$ cat src/rtl/hack_pkg.sv
// Shared definitions for the Hack cpu execution controller.
package hack_pkg;

   localparam int PW = 15;

   typedef enum logic [1:0] {
      RESET = 2'd0,
      HALT  = 2'd1,
      RUN   = 2'd2,
      STEP  = 2'd3
   } exec_state_t;

endpackage

$ cat src/rtl/hack_sat_cnt.sv
// Up-counter that sticks at all-ones instead of wrapping.
module hack_sat_cnt #(
   parameter int W = 32
) (
   input  logic         clk50m,
   input  logic         srst,
   input  logic         clear,
   input  logic         inc,
   output logic [W-1:0] q
);

   logic [W-1:0] q_reg;

   always_ff @(posedge clk50m) begin
      if (srst || clear) begin
         q_reg <= '0;
      end else if (inc && (q_reg != '1)) begin
         q_reg <= q_reg + W'(1);
      end
   end

   assign q = q_reg;

endmodule

$ cat src/rtl/hack_exec_ctrl.sv
// Run/halt/single-step sequencer: drives the Hack cpu clock enable and reset,
// stops on a pc breakpoint and counts retired instructions.
module hack_exec_ctrl
   import hack_pkg::*;
#(
   parameter int PW       = hack_pkg::PW,
   parameter int CW       = 32,
   parameter int RST_CYC  = 4,
   parameter int AUTO_RUN = 0
) (
   input  logic          clk50m,
   input  logic          rst,
   input  logic          soft_rst,
   input  logic          run_req,
   input  logic          halt_req,
   input  logic          step_req,
   input  logic          bp_en,
   input  logic [PW-1:0] bp_addr,
   input  logic [PW-1:0] pc,
   output logic          en25m,
   output logic          cpu_rst_n,
   output logic          running,
   output logic          halted,
   output logic          bp_hit,
   output logic [CW-1:0] instr_cnt
);

   localparam int RCW = (RST_CYC > 1) ? $clog2(RST_CYC) : 1;
   localparam logic [RCW-1:0] RST_LAST = RCW'(RST_CYC - 1);

   exec_state_t    state_reg, state_next;
   logic           en_reg, en_next;
   logic           rstn_reg, rstn_next;
   logic           bp_hit_reg, bp_hit_next;
   logic           skip_reg, skip_next;
   logic [RCW-1:0] rst_cnt_reg, rst_cnt_next;
   logic           running_reg, halted_reg;
   logic           bp_match;

   // skip_reg lets the instruction sitting on the breakpoint run after a resume
   assign bp_match = bp_en && (pc == bp_addr) && !skip_reg;

   always_comb begin
      state_next   = state_reg;
      en_next      = 1'b0;
      rstn_next    = rstn_reg;
      bp_hit_next  = bp_hit_reg;
      skip_next    = skip_reg;
      rst_cnt_next = rst_cnt_reg;

      if (soft_rst) begin
         state_next   = RESET;
         rstn_next    = 1'b0;
         bp_hit_next  = 1'b0;
         skip_next    = 1'b0;
         rst_cnt_next = '0;
      end else begin
         case (state_reg)
            RESET: begin
               if (rst_cnt_reg == RST_LAST) begin
                  rstn_next  = 1'b1;
                  state_next = (AUTO_RUN != 0) ? RUN : HALT;
               end else begin
                  rst_cnt_next = rst_cnt_reg + 1'b1;
               end
            end
            HALT: begin
               if (!halt_req && (step_req || run_req)) begin
                  state_next  = step_req ? STEP : RUN;
                  bp_hit_next = 1'b0;
                  skip_next   = 1'b1;
               end
            end
            RUN: begin
               // a pulse already high simply falls; new pulses only start from low
               if (halt_req) begin
                  state_next = HALT;
               end else if (!en_reg) begin
                  if (bp_match) begin
                     state_next  = HALT;
                     bp_hit_next = 1'b1;
                  end else begin
                     en_next   = 1'b1;
                     skip_next = 1'b0;
                  end
               end
            end
            STEP: begin
               en_next    = 1'b1;
               skip_next  = 1'b0;
               state_next = HALT;
            end
            default: begin
               state_next = RESET;
            end
         endcase
      end
   end

   always_ff @(posedge clk50m) begin
      if (rst) begin
         state_reg   <= RESET;
         en_reg      <= 1'b0;
         rstn_reg    <= 1'b0;
         bp_hit_reg  <= 1'b0;
         skip_reg    <= 1'b0;
         rst_cnt_reg <= '0;
         running_reg <= 1'b0;
         halted_reg  <= 1'b0;
      end else begin
         state_reg   <= state_next;
         en_reg      <= en_next;
         rstn_reg    <= rstn_next;
         bp_hit_reg  <= bp_hit_next;
         skip_reg    <= skip_next;
         rst_cnt_reg <= rst_cnt_next;
         running_reg <= (state_next == RUN);
         halted_reg  <= (state_next == HALT);
      end
   end

   hack_sat_cnt #(
      .W(CW)
   ) u_instr_cnt (
      .clk50m (clk50m),
      .srst   (rst),
      .clear  (soft_rst),
      .inc    (en_reg),
      .q      (instr_cnt)
   );

   assign en25m     = en_reg;
   assign cpu_rst_n = rstn_reg;
   assign running   = running_reg;
   assign halted    = halted_reg;
   assign bp_hit    = bp_hit_reg;

endmodule
$ cat config.mk
export PLATFORM = sky130hd
export DESIGN_NAME = hack_exec_ctrl
export DESIGN_NICKNAME = d
export VERILOG_FILES = /design/src/rtl/hack_pkg.sv /design/src/rtl/hack_sat_cnt.sv /design/src/rtl/hack_exec_ctrl.sv
export SDC_FILE = /design/constraint.sdc
export NUM_CORES = 1
export LEC_CHECK = 0
export ABC_AREA = 1
export CAP_MARGIN = 20
export CELL_PAD_IN_SITES_DETAIL_PLACEMENT = 0
export CELL_PAD_IN_SITES_GLOBAL_PLACEMENT = 1
export CORE_MARGIN = 2
export CORE_UTILIZATION = 35
export DETAILED_ROUTE_END_ITERATION = 12
export GPL_TIMING_DRIVEN = 0
export PLACE_DENSITY_LB_ADDON = 0.08
export SLEW_MARGIN = 20
export SYNTH_ARGS = -nofsm -noshare
export SYNTH_HDL_FRONTEND = slang
export SYNTH_SLANG_ARGS = --single-unit
$ cat constraint.sdc
create_clock -name clk50m -period 2.5 [get_ports clk50m]
set_input_delay 0.625 -clock clk50m [delete_from_list [all_inputs] [get_ports clk50m]]
set_output_delay 0.625 -clock clk50m [all_outputs]
set_load 0.005 [all_outputs]
* After elaboration in Yosys (flattened, before gate mapping)
Index checks and enable logic that the tools add are counted.
Storage, ports and cells: bits in registers 42, input port bits 37, output and inout port bits 37
Operators by class: reduce and logical (&&, ||, !) cells 16, equality and inequality tests 13, multiplexer cells 22, add/sub/neg operators 2, bitwise logic cells 1
Operator list (number):
- $add 32x1->32 const B | 1
- $ne 32x32->1 const B | 1
- $eq 15x15->1 | 1
- $mux 1 | 12
- $mux 2 | 6
- $ne 2x2->1 const B | 5
- $reduce_and 5->1 | 2
- $eq 2x2->1 const B | 4
- $pmux 2 s4 | 1
- $eq 2x1->1 const B | 2
- $logic_and 1x1->1 | 4
- $pmux 1 s2 | 2
- $reduce_and 2->1 | 2
- $pmux 1 s3 | 1
- $reduce_bool 3->1 | 1
- $add 2x1->2 const B | 1
- $logic_not 1->1 | 2
- $logic_not 2->1 | 1
- $logic_or 1x1->1 | 2
- $reduce_bool 2->1 | 1
- $reduce_or 2->1 | 1
- $not 1->1 | 1

* Depth between registers and ports, before layout
Gate-level depths: netlist (run 1).
depth in word-level cells 9, depth in mapped cells 13, depth with buffers taken out 12

* Modules after synthesis
A second synthesis (run 1) with hierarchy kept.
Second synthesis, totals: cell total of the unflattened synthesis 486, area, all modules 2824.0 µm²
Modules (own cells, without submodules):
- hack_sat_cnt | area each 2028.2 µm², cells an instance 328, times used 1, seq. area each 640.6 µm²
- hack_exec_ctrl | area each 795.8 µm², cells an instance 158, times used 1, seq. area each 200.2 µm²

* Least setup slack after synthesis (run 1)
Ideal clock, no wire load.
kind reg-to-reg, start point register u_instr_cnt.q_reg[1] (netlist: u_instr_cnt.q[1]), end point register u_instr_cnt.q_reg[26] (netlist: u_instr_cnt.q[26]), data required time 2.383 ns, buffers on the path 1, stages on the path, launching flop included 12, library setup time 0.117 ns, path slack 0.794 ns, clock period less this slack 1.706 ns, arrival 1.589 ns, cell sequence dfxtp_1 ha_1 inv_2 nor2_2 nand2_2 nor2_4 nand2_2 nand2_4 inv_4 buf_6 a31oi_1 nor2_1
Between the ends: cells in the longest elaborated chain, start to end 2, elaborated cells on any way between the ends 3, classes of those cells add/sub (1); eq/ne (1); reduce/logical (1)
RTL lines:
- from (decl) | RTL line hack_sat_cnt.sv:12 | logic [W-1:0] q_reg;
- from (signal assigned) | RTL line hack_sat_cnt.sv:18 | q_reg <= q_reg + W'(1);
- branches (longest 2 deep; another with $add 32x1->32)
Several ways; the timed one is not identified. A chain may end at the register's enable or synchronous reset.

* Worst setup path after layout (run 1)
start point register u_instr_cnt.q_reg[1] (netlist: u_instr_cnt.q[1]), end point register u_instr_cnt.q_reg[23] (netlist: u_instr_cnt.q[23])
The elaborated chain is that of the path after synthesis.

==> impl_metrics.yaml, run 1 <==
status:
  status: "finished, final reports clean"
setup_path:
  cp-end-kind: "flip-flop"
  cp.required_ns: 2.66
  worst-setup-path-type: "flip-flop to flip-flop"
  r2r_end: "u_instr_cnt.q[23]"
  cp-start-kind: "flip-flop"
  r2r_setup_slack_ns: 0.46
  arrival_ns: 2.21
  r2r_start: "u_instr_cnt.q[1]"
  r2r_cells: 11
  critPathMaxFanout: 10
power_and_ir_drop:
  power_density_nw_per_um2: 348
  ir_drop_mv: 0.223
  p_leak_uw: 0.00151
finish:
  fillers: 840
  final_cell_mix: "nand2_1 (160), clkdlybuf4s50_1 (73), inv_1 (63)"
  largest_register_ff_count: 32
  layout_commonest_cell: "nand2_1"
  antenna_cells: 0
  drive_gt1_share_pct: 5.13
  area_growth_pct: 34.4
  layout.nets: 584
clock_network:
  cts_tree: "done"
  cts.path.max_buffers: 2
  clkSlewWorstSetupHoldPaths_ns: 0.09
  cts-resized-gates: 0
  clockRootBuffer: "clkbuf_8"
  clk_latency_ns: 0.30
  cts_hold_buf: 0
  postCtsSetupRepairBufs: 0
  cts_made_buffers: 5
  htreeDepth: 2
  cts.sinks: 42
drt:
  drc_errors: 0
  viasPerCell: 4.68
  first_pass_iters: 4
  routed_wl_um: 8080
  num_vias: 3033
  routedWlPerCell_um: 12.5
  drt-initial-drc-count: 135
  ant_nets: 0
grt:
  antenna_found_initial: 0
  globalRouteTotalUtil_pct: 19.8
  grt_pass1_vias: 2812
  grt_overflow: 0
  grt_max_degree: 14
  grt_pass1_wl_um: 13700
sta:
  timing.final.crit_period_ns: 2.04
  holdWs_ns: 0.449
  relSlewSlack_pct: 60.4
  worst_slack_ns: 0.456
  final-hold-violation-count: 0
  fin_crit_sh_pct: 81.8
  fin_setup_tns_ns: 0
  setup_viol: 0
  worst_pin_slew_ns: 0.592
  rsz0062_at_grt: "no"
  fmax_mhz: 489
  slew_viol_final: 0
  finalClockSkew_ns: 0.00451
floorplanning:
  dieArea_um2: 8640
  fp.dieH_um: 93.0
  initial_core_util_pct: 36.0
  die_w_um: 93.0
  core_area_um2: 7690
  num_io_pins: 74
  rows: 32
synthesis:
  syn_nets: 504
  ys_seq_area_share_pct: 30.4
  postSynthCellCount: 465
  synth_top_area_share_pct: 30.4
  ys_top_cells_by_area: "dfxtp_1 (30%), nand2_1 (22%), inv_1 (8.5%)"
  yosysTopAreaCell: "dfxtp_1"
  ys_ff_latch: 42
  syn_area_per_cell_um2: 5.96
  ys_warn_count: 0
  ys_types: 34
  syn-cell-area_um2: 2770
place:
  dp_hpwl_um: 6420
  gp_congestion: 0.851
  portBuffers: 73
  post-place-ws_ns: 0.161
worst_hold_path:
  hold_path_depth: 2
  min_delay_worst_endpoint: "bp_hit"
  hp-class: "flip-flop to flip-flop"
  worst_hold_startpoint: "bp_hit"
run:
  cap_violations: 0
## synthesized netlist by cell type
| master | n |
|---|---|
| and3_1 | 1 |
| inv_2 | 3 |
| nand2_2 | 3 |
| a21oi_2 | 2 |
| nor2_1 | 61 |
| o31ai_1 | 1 |
| a21oi_1 | 29 |
| clkbuf_1 | 2 |
| nor3_2 | 1 |
| xnor2_1 | 1 |
| nand2_1 | 160 |
| buf_6 | 1 |
| buf_2 | 3 |
| a31oi_1 | 2 |
| nor3b_1 | 2 |
| ha_1 | 2 |
| o21ai_0 | 11 |
| nor3_4 | 1 |
| nand2_4 | 1 |
| and2_1 | 1 |
| buf_4 | 2 |
| nor4b_1 | 1 |
| nand4_1 | 14 |
| nor2_4 | 1 |
| nand3_1 | 14 |
| dfxtp_1 | 42 |
| a21o_1 | 1 |
| o21bai_1 | 1 |
| xor2_1 | 14 |
| inv_1 | 63 |
| nand3b_1 | 4 |
| nor2_2 | 1 |
| inv_4 | 1 |
| nor3_1 | 18 |
## cell type report
class                           count  area (um2)  area share [%]
Inverter                           67         254            6.82
Tap cell                          102         128            3.43
Multi-Input combinational cell    348        1630            43.7
Clock buffer                        6        82.6            2.22
Timing Repair Buffer               73         731            19.6
Sequential cell                    42         841            22.6
Clock inverter                      2        12.5           0.336
Buffer                              8        48.8            1.31
## worst max-delay path by stage
stage,from,to
6_report,u_instr_cnt.q[1],u_instr_cnt.q[23]
5_1_grt,rst,u_instr_cnt.q[23]
4_1_cts,u_instr_cnt.q[1],u_instr_cnt.q[23]
3_5_place_dp,soft_rst,u_instr_cnt.q[23]
3_3_place_gp,soft_rst,u_instr_cnt.q[27]
2_1_floorplan,u_instr_cnt.q[1],u_instr_cnt.q[26]
## through the flow
step | instance area (um2) | util [%] | total power, uW | cells
after floorplan | 2770 | - | 752 | 465
after global placement | 3630 | 47.2 | 830 | 640
after detailed placement | 3630 | 47.2 | 832 | 640
after CTS | 3720 | 48.4 | 1310 | 648
after global routing | 3720 | 48.4 | 1360 | 648
final | 3720 | 48.4 | 1300 | 648
## kinds of logic (layout without fill, tap and decap cells)
family | count (synthesis) | count (layout) | synth area share [%]
simple gates | 284 | 284 | 43.9
buf+inv | 75 | 156 | 10.9
compound gates | 47 | 47 | 9.12
flops | 42 | 42 | 30.4
xor+xnor | 15 | 15 | 4.74
fa+ha+maj | 2 | 2 | 0.903
## where the power goes
part           switching (uW)  internal (uW)
sequential              0.954            670
combinational            68.1           77.1
clock                     259            223
total                     328            970
## layer usage
layer | vias to the layer above | global-route usage [%] | wire (um)
li1 | 1626 | - | -
met4 | 0 | 4.53 | 90
met2 | 64 | 30.2 | 3380
met5 | - | 0 | 0
met3 | 8 | 3.25 | 356
met1 | 1335 | 29.2 | 4260
## critical path, stage by stage (launching register included)
cell and delay, ns:
dfxtp_1 0.41, ha_1 0.28, inv_2 0.09, nor2_2 0.19, nand2_2 0.14, nor2_4 0.15, nand2_2 0.10, nand2_4 0.14
inv_4 0.06, buf_2 0.19, nand2_1 0.09, a21oi_1 0.07
No activity file was read; power rests on OpenSTA's default activity.
==> inputs of run 2 (changes only) <==
CORE_UTILIZATION = 30   (was 35)
clock period = 1.8 ns   (was 2.5 ns; I/O delays follow)
==> run 2 against run 1 <==
  * Power rose by 38%
  * Register-to-register slack worse by 0.35 ns
  * Clock skew up 0.0093 ns
  * Global-route usage is 2.3 points lower
  * First-iteration DRC count down 24%
  * Hold slack got worse by 0.0020 ns
  * Critical path type is now flip-flop to output port
==> impl_metrics.yaml, run 2 (same netlist as run 1, synthesis figures left out) <==
status:
  status: "finished, final reports clean"
clock_network:
  clkSlewWorstSetupHoldPaths_ns: 0.08
  htreeDepth: 2
  cts.path.max_buffers: 2
  cts_tree: "done"
  cts.sinks: 42
  clk_latency_ns: 0.31
  clockRootBuffer: "clkbuf_8"
  cts_made_buffers: 5
place:
  portBuffers: 73
  dp_hpwl_um: 6730
  placed_area_um2: 3640
  gp_congestion: 0.883
finish:
  multiInputGateArea_um2: 1740
  antenna_cells: 0
  area_growth_pct: 42.2
  largest_register_ff_count: 32
  final_cell_mix: "nand2_1 (158), clkdlybuf4s50_1 (73), inv_1 (61)"
  layout.nets: 589
  fillers: 1011
  drive_gt1_share_pct: 14.7
  seq_area_um2: 890
  post-route-util_pct: 43.2
  layout_commonest_cell: "nand2_1"
  finalInstanceArea_um2: 3940
setup_path:
  slowest_delay_ns: 0.54
  cp-start-kind: "flip-flop"
  arrival_ns: 1.28
  crit_chain: "clkdlybuf4s50_1"
  slowest_stage: "clkdlybuf4s50_1"
  crit_family: "buffers and inverters"
  cp-end-kind: "output port"
  worst-setup-path-type: "flip-flop to output port"
  cp.required_ns: 1.35
  critPathBufInv: 1
  critPathMaxFanout: 7
sta:
  fmax_mhz: 577
  final-hold-violation-count: 0
  relSlewSlack_pct: 63.6
  timing.final.crit_period_ns: 1.73
  setup_viol: 0
  slew_viol_final: 0
  finalClockSkew_ns: 0.0138
  fin_setup_tns_ns: 0
  fin_crit_sh_pct: 96.2
  worst_pin_slew_ns: 0.546
worst_hold_path:
  hp-class: "flip-flop to flip-flop"
power_and_ir_drop:
  p_clk_share_pct: 36.7
  internal_power_uw: 1340
  switching_share_pct: 25.0
  p_leak_uw: 0.00160
  power_density_nw_per_um2: 454
  ir_drop_mv: 0.232
  power.switching_uw: 446
  pwr-share-comb_pct: 11.6
  seqPwrFrac_pct: 51.7
drt:
  routed_wl_um: 8530
  ant_nets: 0
  first_pass_iters: 4
  viasPerCell: 4.61
  routedWlPerCell_um: 12.9
  drc_errors: 0
  drt-initial-drc-count: 103
  num_vias: 3054
floorplanning:
  rows: 35
  die_w_um: 100
  dieArea_um2: 10000
  num_io_pins: 74
  initial_core_util_pct: 30.4
  fp.dieH_um: 100
  core_area_um2: 9110
grt:
  grt_overflow: 0
  globalRouteTotalUtil_pct: 17.5
  grt_max_degree: 13
  grt_pass1_vias: 2916
  grt_pass1_wl_um: 14000
  antenna_found_initial: 0
run:
  cap_violations: 0
==> run 2: changes by cell type in the layout (fill, tap and decap cells not counted), sizes merged <==
| cell | delta |
|---|---|
| buf | +5 |
| clkbuf | +1 |
| clkinvlp | -1 |
==> run 2: area by class of cell <==
class,count,area share (%)
clock inverters,1,0.127
plain buffers,8,1.37
flip-flops and latches,42,22.6
multi-input cells,348,44.3
well taps,111,3.53
repair buffers,78,19.5
clock buffers,7,2.19
inverters,67,6.45
==> run 2: worst register-to-register path: stages, from the launching register on <==
cell and delay [ns]:
dfxtp_4 0.39, ha_4 0.16, inv_2 0.06, nor2_4 0.13, nand2_4 0.09, nor2_4 0.14, nand2_4 0.07, nand2_4 0.11
inv_4 0.06, buf_6 0.14, a31oi_2 0.16, nor2_1 0.06
==> run 2: per-stage QoR <==
step / power [uW] / hold WS [ns] / instances / worst slack [ns]
6_report: 1790 / 0.447 / 662 / 0.0682
5_1_grt: 1870 / 0.475 / 662 / -0.0140
3_3_place_gp: 1160 / 0.432 / 649 / -0.463
3_5_place_dp: 1160 / 0.439 / 649 / -0.516
2_1_floorplan: 1050 / 0.442 / 465 / 0.0942
4_1_cts: 1810 / 0.451 / 657 / 0.00484
==> run 2: per-layer routing <==
metal	wire, um	vias up	track usage [%]
met1	4060	1351	22.7
met4	103	0	4.00
li1	-	1632	-
met2	4030	60	30.8
met3	329	11	2.51
met5	0	-	0
==> run 2: path summary, 6_finish.rpt <==
check | from | to | slack (ns) | cells after the start
setup / recovery | u_instr_cnt.q[25] | instr_cnt[25] | 0.07 | 1
hold / removal | bp_hit | bp_hit | 0.45 | 2
setup reg to reg | u_instr_cnt.q[0] | u_instr_cnt.q[26] | 0.11 | 11
hold reg to reg | bp_hit | bp_hit | 0.45 | 2
==> run 2: power by group through the flow <==
stage / clock (uW) / sequential, uW / combinational [uW]
floorplan: 0 / 954 / 91.0
CTS: 673 / 932 / 206
finish: 656 / 923 / 208
global route: 710 / 923 / 232
global placement: 0 / 954 / 201
detailed placement: 0 / 954 / 203
==> run 2: timing repair <==
item / CTS / global route
setup endpoints to repair: 37 / 38
setup buffers: 0 / 5
resized for setup: 11 / 55
hold buffers: 0 / 0
pin swaps: 0 / 12
cloned: 0 / 0
